==> config.mk <==
export PLATFORM = sky130hd
export DESIGN_NAME = wordcopy_master
export DESIGN_NICKNAME = d
export VERILOG_FILES = /design/src/rtl/wordcopy_pkg.sv /design/src/rtl/wordcopy_fifo.sv /design/src/rtl/wordcopy_master.sv
export SDC_FILE = /design/constraint.sdc
export NUM_CORES = 1
export LEC_CHECK = 0
export CAP_MARGIN = 15
export CORE_UTILIZATION = 62
export DETAILED_ROUTE_END_ITERATION = 12
export PLACE_DENSITY_LB_ADDON = 0.2
export SLEW_MARGIN = 25
export SYNTH_ARGS = -nofsm -noshare
export SYNTH_HDL_FRONTEND = slang
export SYNTH_SLANG_ARGS = --single-unit
==> constraint.sdc <==
create_clock -name clk -period 7.1 [get_ports clk]
set_clock_uncertainty 0.1 [all_clocks]
set_input_delay 1.42 -clock clk [delete_from_list [all_inputs] [get_ports clk]]
set_output_delay 1.42 -clock clk [all_outputs]
set_load 0.01 [all_outputs]
==> src/rtl/wordcopy_pkg.sv <==
// Shared types and constants for the wordcopy_master block-copy engine.
package wordcopy_pkg;

    typedef enum logic [1:0] {
        IDLE = 2'd0,
        COPY = 2'd1,
        DONE = 2'd2
    } state_t;

    localparam int         WORD_BYTES = 4;
    localparam logic [3:0] BE_ALL     = 4'hF;

endpackage

==> src/rtl/wordcopy_fifo.sv <==
// Synchronous read-data buffer: head is visible combinationally, pop advances it.
module wordcopy_fifo #(
    parameter int DEPTH = 8,
    parameter int W     = 32
) (
    input  logic                       clk,
    input  logic                       reset,
    input  logic                       i_push,
    input  logic [W-1:0]               i_data,
    input  logic                       i_pop,
    output logic [W-1:0]               o_head,
    output logic [$clog2(DEPTH):0]     o_count,
    output logic                       o_full,
    output logic                       o_empty
);

    localparam int PTR_W = $clog2(DEPTH);
    localparam int CNT_W = PTR_W + 1;

    logic [W-1:0]     r_mem [DEPTH];
    logic [PTR_W-1:0] r_wr_ptr;
    logic [PTR_W-1:0] r_rd_ptr;
    logic [CNT_W-1:0] r_count;

    always_ff @(posedge clk) begin
        if (i_push) begin
            r_mem[r_wr_ptr] <= i_data;
        end
    end

    always_ff @(posedge clk) begin
        if (reset) begin
            r_wr_ptr <= '0;
            r_rd_ptr <= '0;
            r_count  <= '0;
        end else begin
            if (i_push) begin
                r_wr_ptr <= r_wr_ptr + PTR_W'(1);
            end
            if (i_pop) begin
                r_rd_ptr <= r_rd_ptr + PTR_W'(1);
            end
            if (i_push && !i_pop) begin
                r_count <= r_count + CNT_W'(1);
            end else if (i_pop && !i_push) begin
                r_count <= r_count - CNT_W'(1);
            end
        end
    end

    assign o_head  = r_mem[r_rd_ptr];
    assign o_count = r_count;
    assign o_full  = (r_count == CNT_W'(DEPTH));
    assign o_empty = (r_count == '0);

    // The master only issues a read when a slot is reserved for its data.
    a_no_overflow: assert property (@(posedge clk) disable iff (reset)
        !(i_push && !i_pop && (r_count == CNT_W'(DEPTH))));
    a_no_underflow: assert property (@(posedge clk) disable iff (reset)
        !(i_pop && (r_count == '0)));

endmodule

==> src/rtl/wordcopy_master.sv <==
// Avalon-MM initiator copying num_words 32-bit words from src_addr to dst_addr.
// Define WORDCOPY_CHECKSUM_EN to add the checksum output (sum of written words).
module wordcopy_master
    import wordcopy_pkg::*;
#(
    parameter int ADDR_W          = 32,
    parameter int LEN_W           = 16,
    parameter int FIFO_DEPTH      = 8,
    parameter int MAX_OUTSTANDING = 4
) (
    input  logic              clk,
    input  logic              reset,
    input  logic              start,
    input  logic [ADDR_W-1:0] src_addr,
    input  logic [ADDR_W-1:0] dst_addr,
    input  logic [LEN_W-1:0]  num_words,
    output logic              busy,
    output logic              done,
    output logic [ADDR_W-1:0] m_address,
    output logic              m_read,
    output logic              m_write,
    output logic [31:0]       m_writedata,
    output logic [3:0]        m_byteenable,
    input  logic [31:0]       m_readdata,
    input  logic              m_readdatavalid,
    input  logic              m_waitrequest,
    output state_t            dbg_state
`ifdef WORDCOPY_CHECKSUM_EN
    ,
    output logic [31:0]       checksum
`endif
);

    localparam int CNT_W = $clog2(FIFO_DEPTH) + 1;
    localparam int OUT_W = $clog2(MAX_OUTSTANDING + 1);
    localparam int SUM_W = ((CNT_W > OUT_W) ? CNT_W : OUT_W) + 1;

    state_t            r_state;
    logic [ADDR_W-1:0] r_src;
    logic [ADDR_W-1:0] r_dst;
    logic [LEN_W-1:0]  r_len;
    logic [LEN_W:0]    r_rd_issued;
    logic [LEN_W:0]    r_wr_issued;
    logic [OUT_W-1:0]  r_outstanding;
    logic              r_m_read;
    logic              r_m_write;
    logic [ADDR_W-1:0] r_m_address;
    logic              r_done;

    state_t            w_state_nx;
    logic              w_latch;
    logic              w_issue_rd;
    logic              w_issue_wr;
    logic              w_done_nx;
    logic              w_pending;
    logic              w_rd_acc;
    logic              w_wr_acc;
    logic              w_req_free;
    logic              w_rvalid;
    logic              w_last_wr;
    logic              w_rd_ok;
    logic [LEN_W:0]    w_rd_issued_nx;
    logic [LEN_W:0]    w_wr_issued_nx;
    logic [LEN_W:0]    w_len_ext;
    logic [OUT_W-1:0]  w_out_nx;
    logic [CNT_W-1:0]  w_cnt_nx;
    logic [ADDR_W-1:0] w_rd_addr;
    logic [ADDR_W-1:0] w_wr_addr;
    logic [31:0]       w_head;
    logic [CNT_W-1:0]  w_fifo_count;
    logic              w_fifo_full;
    logic              w_fifo_empty;

    // Bus handshake: a request (m_read or m_write, with m_address/m_writedata)
    // stays stable while m_waitrequest=1 and is accepted on the first edge
    // with m_waitrequest=0; at most one request is outstanding on the command bus.
    assign w_pending  = r_m_read | r_m_write;
    assign w_rd_acc   = r_m_read & ~m_waitrequest;
    assign w_wr_acc   = r_m_write & ~m_waitrequest;
    assign w_req_free = ~w_pending | w_rd_acc | w_wr_acc;
    assign w_rvalid   = m_readdatavalid & (r_outstanding != '0);

    assign w_rd_issued_nx = r_rd_issued + (LEN_W+1)'(w_rd_acc);
    assign w_wr_issued_nx = r_wr_issued + (LEN_W+1)'(w_wr_acc);
    assign w_len_ext      = {1'b0, r_len};
    assign w_out_nx       = r_outstanding + OUT_W'(w_rd_acc) - OUT_W'(w_rvalid);
    assign w_cnt_nx       = w_fifo_count + CNT_W'(w_rvalid) - CNT_W'(w_wr_acc);
    assign w_last_wr      = w_wr_acc && (w_wr_issued_nx == w_len_ext);

    assign w_rd_addr = r_src + ADDR_W'(w_rd_issued_nx) * ADDR_W'(WORD_BYTES);
    assign w_wr_addr = r_dst + ADDR_W'(w_wr_issued_nx) * ADDR_W'(WORD_BYTES);

    // Reserve a FIFO slot for every read in flight so returned data never overflows.
    assign w_rd_ok = (w_rd_issued_nx < w_len_ext)
                  && (w_out_nx < OUT_W'(MAX_OUTSTANDING))
                  && ((SUM_W'(w_out_nx) + SUM_W'(w_cnt_nx)) < SUM_W'(FIFO_DEPTH))
                  && !w_fifo_full;

    wordcopy_fifo #(
        .DEPTH (FIFO_DEPTH),
        .W     (32)
    ) u_fifo (
        .clk     (clk),
        .reset   (reset),
        .i_push  (w_rvalid),
        .i_data  (m_readdata),
        .i_pop   (w_wr_acc),
        .o_head  (w_head),
        .o_count (w_fifo_count),
        .o_full  (w_fifo_full),
        .o_empty (w_fifo_empty)
    );

    always_ff @(posedge clk) begin
        if (reset) begin
            r_state <= IDLE;
        end else begin
            r_state <= w_state_nx;
        end
    end

    always_comb begin
        w_state_nx = r_state;
        w_latch    = 1'b0;
        w_issue_rd = 1'b0;
        w_issue_wr = 1'b0;
        w_done_nx  = 1'b0;
        case (r_state)
            IDLE: begin
                if (start) begin
                    w_latch = 1'b1;
                    if (num_words != '0) begin
                        w_state_nx = COPY;
                        w_issue_rd = 1'b1;
                    end else begin
                        w_done_nx = 1'b1;
                    end
                end
            end
            COPY: begin
                if (w_last_wr) begin
                    w_state_nx = DONE;
                    w_done_nx  = 1'b1;
                end else if (w_req_free) begin
                    if (w_cnt_nx != '0) begin
                        w_issue_wr = 1'b1;
                    end else if (w_rd_ok) begin
                        w_issue_rd = 1'b1;
                    end
                end
            end
            DONE: begin
                w_state_nx = IDLE;
            end
            default: begin
                w_state_nx = IDLE;
            end
        endcase
    end

    always_ff @(posedge clk) begin
        if (reset) begin
            r_m_read    <= 1'b0;
            r_m_write   <= 1'b0;
            r_m_address <= '0;
        end else if (w_issue_rd) begin
            r_m_read    <= 1'b1;
            r_m_write   <= 1'b0;
            r_m_address <= w_latch ? src_addr : w_rd_addr;
        end else if (w_issue_wr) begin
            r_m_read    <= 1'b0;
            r_m_write   <= 1'b1;
            r_m_address <= w_wr_addr;
        end else if (w_req_free) begin
            r_m_read    <= 1'b0;
            r_m_write   <= 1'b0;
        end
    end

    always_ff @(posedge clk) begin
        if (reset) begin
            r_src         <= '0;
            r_dst         <= '0;
            r_len         <= '0;
            r_rd_issued   <= '0;
            r_wr_issued   <= '0;
            r_outstanding <= '0;
            r_done        <= 1'b0;
        end else begin
            r_done <= w_done_nx;
            if (w_latch) begin
                r_src         <= src_addr;
                r_dst         <= dst_addr;
                r_len         <= num_words;
                r_rd_issued   <= '0;
                r_wr_issued   <= '0;
                r_outstanding <= '0;
            end else begin
                r_rd_issued   <= w_rd_issued_nx;
                r_wr_issued   <= w_wr_issued_nx;
                r_outstanding <= w_out_nx;
            end
        end
    end

`ifdef WORDCOPY_CHECKSUM_EN
    logic [31:0] r_checksum;

    always_ff @(posedge clk) begin
        if (reset) begin
            r_checksum <= '0;
        end else if (w_latch) begin
            r_checksum <= '0;
        end else if (w_wr_acc) begin
            r_checksum <= r_checksum + w_head;
        end
    end

    assign checksum = r_checksum;
`endif

    assign busy         = (r_state == COPY);
    assign done         = r_done;
    assign m_read       = r_m_read;
    assign m_write      = r_m_write;
    assign m_address    = r_m_address;
    assign m_writedata  = (r_m_write && !w_fifo_empty) ? w_head : 32'd0;
    assign m_byteenable = BE_ALL;
    assign dbg_state    = r_state;

endmodule
==> results.py, run 1 <==
metrics = {
    "sta": {
        "worst_pin_slew_ns": 0.966,
        "rsz0062_at_grt": "false",
        "hold_viol": 0,
        "maxSlewViolCount": 0,
        "min_period_ns": 5.97,
        "tns_ns": 0,
        "setup_violations": 0,
        "slew_headroom_pct": 35.6,
        "timing.fmax_mhz": 167,
        "whs_ns": 0.358,
        "finalCritPeriodShare_pct": 84.1,
    },
    "critical_path": {
        "crit_fanout": 23,
        "crit_type": "in -> reg",
        "start_kind": "primary input",
        "end_kind": "register",
        "cp.arrival_ns": 6.31,
        "reg2reg_depth": 16,
        "r2r_start": "r_outstanding[1]$_SDFF_PP0_",
        "r2r_slack_ns": 1.91,
        "r2r-end": "m_address[4]$_SDFFE_PP0P_",
        "required_ns": 7.43,
    },
    "global_routing": {
        "grt_usage_pct": 30.6,
        "busiest_layer": "met2",
        "grt_pass1_wl_mm": 76.9,
        "grt_pass1_vias": 13900,
        "grt_max_degree": 100,
        "grt.overflow.total": 0,
        "grt_use_met1_pct": 40.0,
        "antenna_found_initial": 0,
        "grtUsageMet3_pct": 3.78,
        "met2_usage_pct": 52.9,
    },
    "cts": {
        "path_clk_slew_ns": 0.06,
        "cts.path.max_buffers": 3,
        "tritoncts": "yes",
        "cts_root_buffer": "clkbuf_16",
        "clk_latency_ns": 0.54,
        "cts_resized": 0,
        "cts_hold_buffers": 0,
        "cts_setup_buffers": 0,
        "h-tree-depth": 2,
        "clock_sinks": 423,
        "cts_made_buffers": 43,
    },
    "final_layout": {
        "area_growth_pct": 18.3,
        "final_area_mm2": 0.0233,
        "mostFrequentLayoutCells": "edfxtp_1 (256), nand2_1 (226), clkdlybuf4s50_1 (185)",
        "final_core_util_pct": 75.3,
        "final_common_cell": "edfxtp_1",
        "nets": 2014,
        "drive_above_1_share_pct": 9.32,
    },
    "drt": {
        "detail_route.wl_per_cell_um": 21.7,
        "drc": 0,
        "vias": 13800,
        "drtAntennaViolNets": 0,
        "drt_iter0_drc": 1155,
        "dr.pass1.iters": 5,
        "viasPerCell": 6.12,
        "routed_wl_mm": 49.0,
    },
    "logic_synthesis": {
        "ys_warn_count": 0,
        "avgSynthCellArea_um2": 11.9,
        "yosys.area.top_type_share_pct": 39.1,
        "ys_seq_elements": 423,
        "syn_inst": 1654,
        "synthFlopType": "edfxtp_1",
        "yosysTopAreaCell": "edfxtp_1",
        "yosys-top-cells-area": "edfxtp_1 (39%), dfxtp_1 (17%), mux4_2 (7.3%)",
        "ys_async_sr_fraction_pct": 0,
        "syn_area_mm2": 0.0197,
        "ys_types": 74,
        "synth_edf_count": 256,
        "yosysSeqAreaShare_pct": 56.1,
    },
    "floorplanning": {
        "die_x_um": 180,
        "dieArea_mm2": 0.0324,
        "fp-row-count": 64,
        "ios": 191,
        "start_util_pct": 63.6,
        "die_h_um": 180,
        "core_mm2": 0.0309,
    },
    "power_and_ir_drop": {
        "finalPower_mw": 6.72,
        "power_density_mw_per_mm2": 289,
        "p_leak_nw": 8.34,
        "vdd_drop_max_mv": 0.282,
    },
    "worst_hold_path": {
        "hold_depth": 2,
        "min_to": "r_dst[7]$_SDFFE_PP0P_",
        "hold_class": "reg -> reg",
        "min_from": "r_dst[7]$_SDFFE_PP0P_",
    },
    "job": {
        "drv_cap": 0,
    },
    "placed_design": {
        "numPortBuffers": 186,
        "hpwl_mm": 32.5,
        "routabilityCongestion": 0.932,
        "place_area_mm2": 0.0219,
    },
    "status": {
        "status": "finished, final reports clean",
    },
}
## cell type report
cell class / count / area, µm²
diodes: 1 / 2.50
clock buffers: 65 / 1240
clock inverters: 13 / 133
fillers: 1969 / 7640
inverters: 44 / 165
multi-input cells: 1106 / 8170
flip-flops and latches: 423 / 11000
well taps: 396 / 495
repair buffers: 206 / 2020
## critical path, cell delays in order
cell and delay, ns:
clkdlybuf4s50_1 0.52, nor2b_1 0.22, buf_4 0.20, inv_1 0.05, ha_1 0.40, inv_1 0.07
ha_1 0.22, fa_1 0.40, xor2_1 0.19, ha_1 0.17, a2111oi_0 0.36, nand4b_1 0.15
a2111o_1 0.40, o21a_1 0.28, a22oi_4 0.16, buf_4 0.27, nand2b_1 0.42, o32ai_1 0.41
## routing by layer
metal / vias up / part of all wire [%]
li1: 6416 / -
met4: 0 / 3.3
met2: 569 / 49
met3: 104 / 6.3
met1: 6701 / 41
met5: - / 0
## report_power, final
part           total (mW)  switching [mW]  internal, mW
clock                2.21           0.932          1.28
sequential           2.94           0.149          2.79
combinational        1.57           0.843         0.729
## state kept, by name, summed over array words and instances, names as in the netlist, 3 cells and up, named ones only
register         count
r_src               32
m_address           32
r_len               16
r_wr_issued         17
r_dst               32
u_fifo.o_count       4
u_fifo.r_rd_ptr      3
r_rd_issued         17
u_fifo.r_mem       256
u_fifo.r_wr_ptr      3
r_outstanding        3
## worst max path at each step
stage / from / end / slack (ns) / cells after the start
global placement: m_waitrequest / m_address[28]$_SDFFE_PP0P_ / 0.82 / 18
detailed placement: m_waitrequest / m_address[3]$_SDFFE_PP0P_ / 0.67 / 18
global route: m_waitrequest / m_address[4]$_SDFFE_PP0P_ / 0.74 / 18
finish: m_waitrequest / m_address[4]$_SDFFE_PP0P_ / 1.13 / 18
floorplan: m_readdatavalid / m_address[25]$_SDFFE_PP0P_ / 1.86 / 18
CTS: m_waitrequest / m_address[4]$_SDFFE_PP0P_ / 1.21 / 18
## cells by family after synthesis
kind of cell / Yosys count / share of synthesized area, %
compound gates: 304 / 9.67
xor+xnor: 90 / 4.19
fa+ha+maj: 73 / 4.84
buf+inv: 128 / 2.77
flops: 423 / 56.1
mux: 118 / 10.1
other cells: 1 / 0.0191
simple gates: 517 / 12.3
## Yosys cell counts (7+ instances only)
master	instances
nor2_1	100
inv_1	44
and2_1	39
nand2_1	228
edfxtp_1	256
nand3_1	26
ha_1	68
a21o_1	19
o32ai_1	7
o21ai_0	48
mux4_2	64
nand2b_1	29
dfxtp_1	167
buf_1	16
a21oi_1	127
and3_1	17
xor2_1	35
mux2i_1	54
nand4_1	12
a31oi_1	12
o21bai_1	9
clkbuf_1	52
o22ai_1	8
nor3_1	13
nor4_1	8
buf_2	8
and4_1	7
a211oi_1	24
or3_1	9
xnor2_1	52
## metrics by stage
step,setup WS [ns],std cells
2_1_floorplan,1.86,1657
3_3_place_gp,0.817,2175
3_5_place_dp,0.668,2175
4_1_cts,1.21,2253
5_1_grt,0.744,2253
6_report,1.13,2254
Note: power is estimated with default switching activity, not from simulation.
==> run 2: changes to the inputs <==
--- a/config.mk
+++ b/config.mk
@@ -6,7 +6,7 @@
 export NUM_CORES = 1
 export LEC_CHECK = 0
 export CAP_MARGIN = 15
-export CORE_UTILIZATION = 62
+export CORE_UTILIZATION = 58
 export DETAILED_ROUTE_END_ITERATION = 12
 export PLACE_DENSITY_LB_ADDON = 0.2
 export SLEW_MARGIN = 25
==> constraint.sdc (replaced) <==
create_clock -name clk -period 6.2 [get_ports clk]
set_clock_uncertainty 0.1 [all_clocks]
set_input_delay 1.24 -clock clk [delete_from_list [all_inputs] [get_ports clk]]
set_output_delay 1.24 -clock clk [all_outputs]
set_load 0.01 [all_outputs]
==> results.py, run 2 (synthesis gave the netlist of run 1 again) <==
metrics = {
    "floorplanning": {
        "die_x_um": 186,
        "fp-row-count": 67,
        "ios": 191,
        "die_h_um": 186,
        "dieArea_mm2": 0.0346,
        "start_util_pct": 58.8,
        "core_mm2": 0.0334,
    },
    "cts": {
        "cts_hold_buffers": 0,
        "tritoncts": "yes",
        "clock_sinks": 423,
        "cts_root_buffer": "clkbuf_16",
        "cts.path.max_buffers": 3,
        "cts_resized": 0,
        "cts_made_buffers": 43,
        "path_clk_slew_ns": 0.06,
        "cts_setup_buffers": 0,
        "clk_latency_ns": 0.54,
        "h-tree-depth": 2,
    },
    "final_layout": {
        "mostFrequentLayoutCells": "edfxtp_1 (256), nand2_1 (226), clkdlybuf4s50_1 (185)",
        "final_common_cell": "edfxtp_1",
        "drive_above_1_share_pct": 9.88,
        "area_growth_pct": 19.2,
        "nets": 2018,
        "fill_cells": 2344,
        "final_core_util_pct": 70.1,
        "largest_register_ffs": 256,
        "largest-register": "u_fifo.r_mem",
    },
    "sta": {
        "rsz0062_at_grt": "false",
        "worst_pin_slew_ns": 0.985,
        "setup_slack_ns": 0.637,
        "tns_ns": 0,
        "setup_violations": 0,
        "finalCritPeriodShare_pct": 89.7,
        "timing.fmax_mhz": 180,
        "hold_viol": 0,
        "maxSlewViolCount": 0,
        "slew_headroom_pct": 34.3,
        "whs_ns": 0.359,
        "min_period_ns": 5.56,
    },
    "drt": {
        "drtAntennaViolNets": 0,
        "vias": 13500,
        "drt_iter0_drc": 988,
        "drc": 0,
        "viasPerCell": 5.83,
        "detail_route.wl_per_cell_um": 20.3,
        "dr.pass1.iters": 6,
        "routed_wl_mm": 47.0,
    },
    "critical_path": {
        "crit_start": "m_waitrequest",
        "end_kind": "register",
        "r2r-end": "m_address[2]$_SDFFE_PP0P_",
        "critical_path.slowest_cell": "clkdlybuf4s50_1",
        "critPathMaxStageDelay_ns": 0.48,
        "start_kind": "primary input",
        "cp.arrival_ns": 5.91,
        "crit_type": "in -> reg",
        "required_ns": 6.54,
        "reg2reg_depth": 15,
        "path_cells": "clkdlybuf4s50_1, nor2b_1, inv_1, ha_1, inv_1, ha_1, fa_1, xor2_1, ha_1, a2111oi_0, nand4b_1, a2111o_1, o21a_1, a22oi_4, nand2b_1, o32ai_1",
        "r2r_slack_ns": 1.31,
        "crit_fanout": 13,
        "r2r_start": "m_write$_SDFFE_PP0P_",
        "cp_common_cell": "ha_1",
    },
    "global_routing": {
        "grt_pass1_vias": 13300,
        "grt.overflow.total": 0,
        "grt_pass1_wl_mm": 72.0,
        "grt_usage_pct": 27.4,
        "grt_max_degree": 93,
        "antenna_found_initial": 3,
    },
    "worst_hold_path": {
        "min_to": "r_dst[2]$_SDFFE_PP0P_",
        "min_from": "r_dst[2]$_SDFFE_PP0P_",
        "hold_depth": 2,
        "hold_class": "reg -> reg",
    },
    "placed_design": {
        "hpwl_mm": 30.9,
        "numPortBuffers": 186,
        "pre_cts_ws_ns": 0.127,
        "routabilityCongestion": 0.942,
    },
    "job": {
        "drv_cap": 0,
    },
    "power_and_ir_drop": {
        "power_density_mw_per_mm2": 331,
        "vdd_drop_max_mv": 0.264,
        "finalPower_mw": 7.76,
        "p_leak_nw": 8.39,
    },
    "status": {
        "status": "finished, final reports clean",
    },
}
## run 2: cell types whose count changed in the layout (fill, tap and decap cells not counted), sizes merged
cell / previous run / this run
inv: 44 / 47
clkbuf: 65 / 55
bufinv: 2 / 4
clkinv: 11 / 12
clkinvlp: 0 / 5
buf: 21 / 25
## run 2: final cells by class
cell class	count	area (µm²)	share of cell area (%)
well taps	448	561	2.39
clock inverters	24	246	1.05
flip-flops and latches	423	11000	47.1
diodes	1	2.50	0.0107
repair buffers	210	2080	8.90
clock buffers	55	1180	5.04
multi-input cells	1106	8160	34.8
inverters	44	165	0.705
## run 2: critical path: cells and delay by family
family,cells,cell delay (ns)
AOI/OAI and AO/OA,5,1.64
adders and majority gates,4,1.21
and+or+nand+nor,3,0.96
buffers and inverters,3,0.67
xor gates and xnor gates,1,0.19
## run 2: where the power goes
part | total (mW) | internal [mW] | leakage, nW | switching (mW)
sequential | 3.35 | 3.20 | 3.67 | 0.150
combinational | 1.82 | 0.853 | 4.03 | 0.970
clock | 2.59 | 1.52 | 0.691 | 1.07
## run 2: per-layer routing
metal | track usage [%] | up-vias | wire length [µm] | share of wire, %
li1 | - | 6418 | - | -
met1 | 36.6 | 6518 | 20400 | 43
met2 | 46.9 | 466 | 22800 | 49
met3 | 3.72 | 64 | 2760 | 5.9
met4 | 7.44 | 2 | 1030 | 2.2
met5 | 0 | - | 13 | 0.028
## run 2: per-stage QoR
stage | area, µm² | std cells
after floorplan | 19700 | 1657
after global placement | 22000 | 2230
after detailed placement | 22000 | 2231
after CTS | 23400 | 2310
after global routing | 23400 | 2310
final | 23400 | 2311
## run 2: how the worst max path moves through the flow
| stage | to | cells after the start |
|---|---|---|
| after global placement | m_address[24]$_SDFFE_PP0P_ | 15 |
| after global routing | m_address[2]$_SDFFE_PP0P_ | 16 |
| after floorplan | m_address[25]$_SDFFE_PP0P_ | 18 |
| final | m_address[2]$_SDFFE_PP0P_ | 16 |
| after detailed placement | m_address[4]$_SDFFE_PP0P_ | 16 |
| after CTS | m_address[3]$_SDFFE_PP0P_ | 16 |
==> RTL edit (config.mk and constraints of run 2) <==
Add a define of `WORDCOPY_CHECKSUM_EN`.
--- a/src/rtl/wordcopy_master.sv
+++ b/src/rtl/wordcopy_master.sv
@@ -2,2 +2,4 @@
 // Define WORDCOPY_CHECKSUM_EN to add the checksum output (sum of written words).
+`define WORDCOPY_CHECKSUM_EN
+
 module wordcopy_master
Function (old outputs only; new: checksum): kept (equiv_simple and equiv_induct, registers matched by name and starting in step).
==> RTL edit against run 2 <==
  * Power is 9.2% higher
  * Die area is 14% higher
  * Largest cell class unchanged
  * Non-clock buffer count rose by 48
  * Synthesized area increased by 14%
  * Global-route usage up 3.6 points
  * Sequential cell count increased by 32
  * Cell area rose by 14%
  * Setup slack improved by 0.11 ns
  * Synthesized cell count increased by 21%
  * Wire length rose by 29%
==> RTL edit: results (changes against run 2) <==
status=finished clean; VDD IR max=0.278 mV (+5.6%); CP max stage delay=0.69 ns (+0.21 ns); Post-Route WL=60800 µm (+29%); clock network contribution to total cell area=6.00% (-0.088 points); synth top area cells=edfxtp_1 34%, dfxtp_1 18%, mux4_2 6.4%; number of post-CTS setup repair buffers=0 (unchanged); Routed Antenna Nets=0 (unchanged); Pre-antenna DRT Iters=8 (+2); initial antenna violation count=1 (-2); Finished Layout Cells=2764 (+20%); Data buffer area share=9.28% (+0.39 points); met1 wire length=25300 µm (+24%); Non-clock buffers=258 (+23%); first-pass GRT wire length=92500 µm (+29%); Worst Tran Pin Value=1.07 ns (+0.0863 ns); P_sw=2.52 mW (+15%); post-DP HPWL=41200 µm (+34%); die area=39400 µm² (+14%); final design utilization=70.6% (+0.54 points); pwr dens=317 nW/µm² (-4.2%); CTS Buf Count=47 (+9.3%); clock buf count=66 (+20%); Leakage=9.98 nW (+19%); number of fill cells=2704 (+15%); Register Area=11700 µm² (+5.8%); Placed Cells=2674 (+20%); gpl congestion=0.910 (-3.4%); top fanout value on the critical path=7 (-6); largest net degree at the start of global routing=76 (-18%); sequential cell area fraction in the yosys report=52.1% (-4.0 points); GRT Util Overall=31.0% (+3.6 points); post-synthesis cell type count=78 (+5.4%); initial DRC count=1265 (+28%); Clk Latency, worst-skew pair=0.60 ns (+0.06 ns); vias in the first global route=16500 (+24%); layout cell share with drive strength beyond 1=10.4% (+0.47 points); met2 WL=29500 µm (+29%); Synth top cells by count=281 x nand2_1, 256 x edfxtp_1, 199 x dfxtp_1; crit path max-delay cell type=a2111oi_0; Avg Vias per Cell=6.09 (+4.6%); placed cell areas=25100 µm² (+14%); M2 GR Usage=52.1% (+5.1 points); uppermost layer routed=met4; Max clock buf depth=3 (unchanged); worst slack, placed=0.212 ns (+0.0851 ns); sequential cell count=455 (+7.6%); WL met3=4040 µm (+46%); grt met3 use=4.54% (+0.83 points); multi-input logic area=10100 µm² (+24%); count of input and output buffers=218 (+17%); met1 GRT Util=40.8% (+4.2 points); # diodes=2 (+1); Clk pwr share=34.5% (+1.1 points); comb pwr=2.00 mW (+9.9%); Mapped Avg Cell Area=11.2 µm² (-6.2%); max FFs per register=256 (unchanged); Nets=2435 (+21%)
## RTL edit: final timing paths
check	start	endpoint	slack, ns	cells past startpoint
worst min-delay path	r_len[4]	r_len[4]	0.37	2
worst min register to register	r_len[4]	r_len[4]	0.37	2
worst max register to register	flip-flop	checksum[28]	1.16	13
worst max-delay path	m_waitrequest	m_address[25]	0.75	16
## RTL edit: logic make-up (layout without fill, tap and decap cells)
| family | after synthesis | after routing | share of synthesized area (%) |
|---|---|---|---|
| compound gates | 414 | 414 | 11.6 |
| xor+xnor | 110 | 110 | 4.43 |
| fa+ha+maj | 106 | 106 | 6.12 |
| buf+inv | 160 | 401 | 3.06 |
| flops | 455 | 455 | 52.1 |
| mux | 110 | 110 | 8.66 |
| other cells | 1 | 6 | 0.0167 |
| simple gates | 651 | 651 | 14.0 |
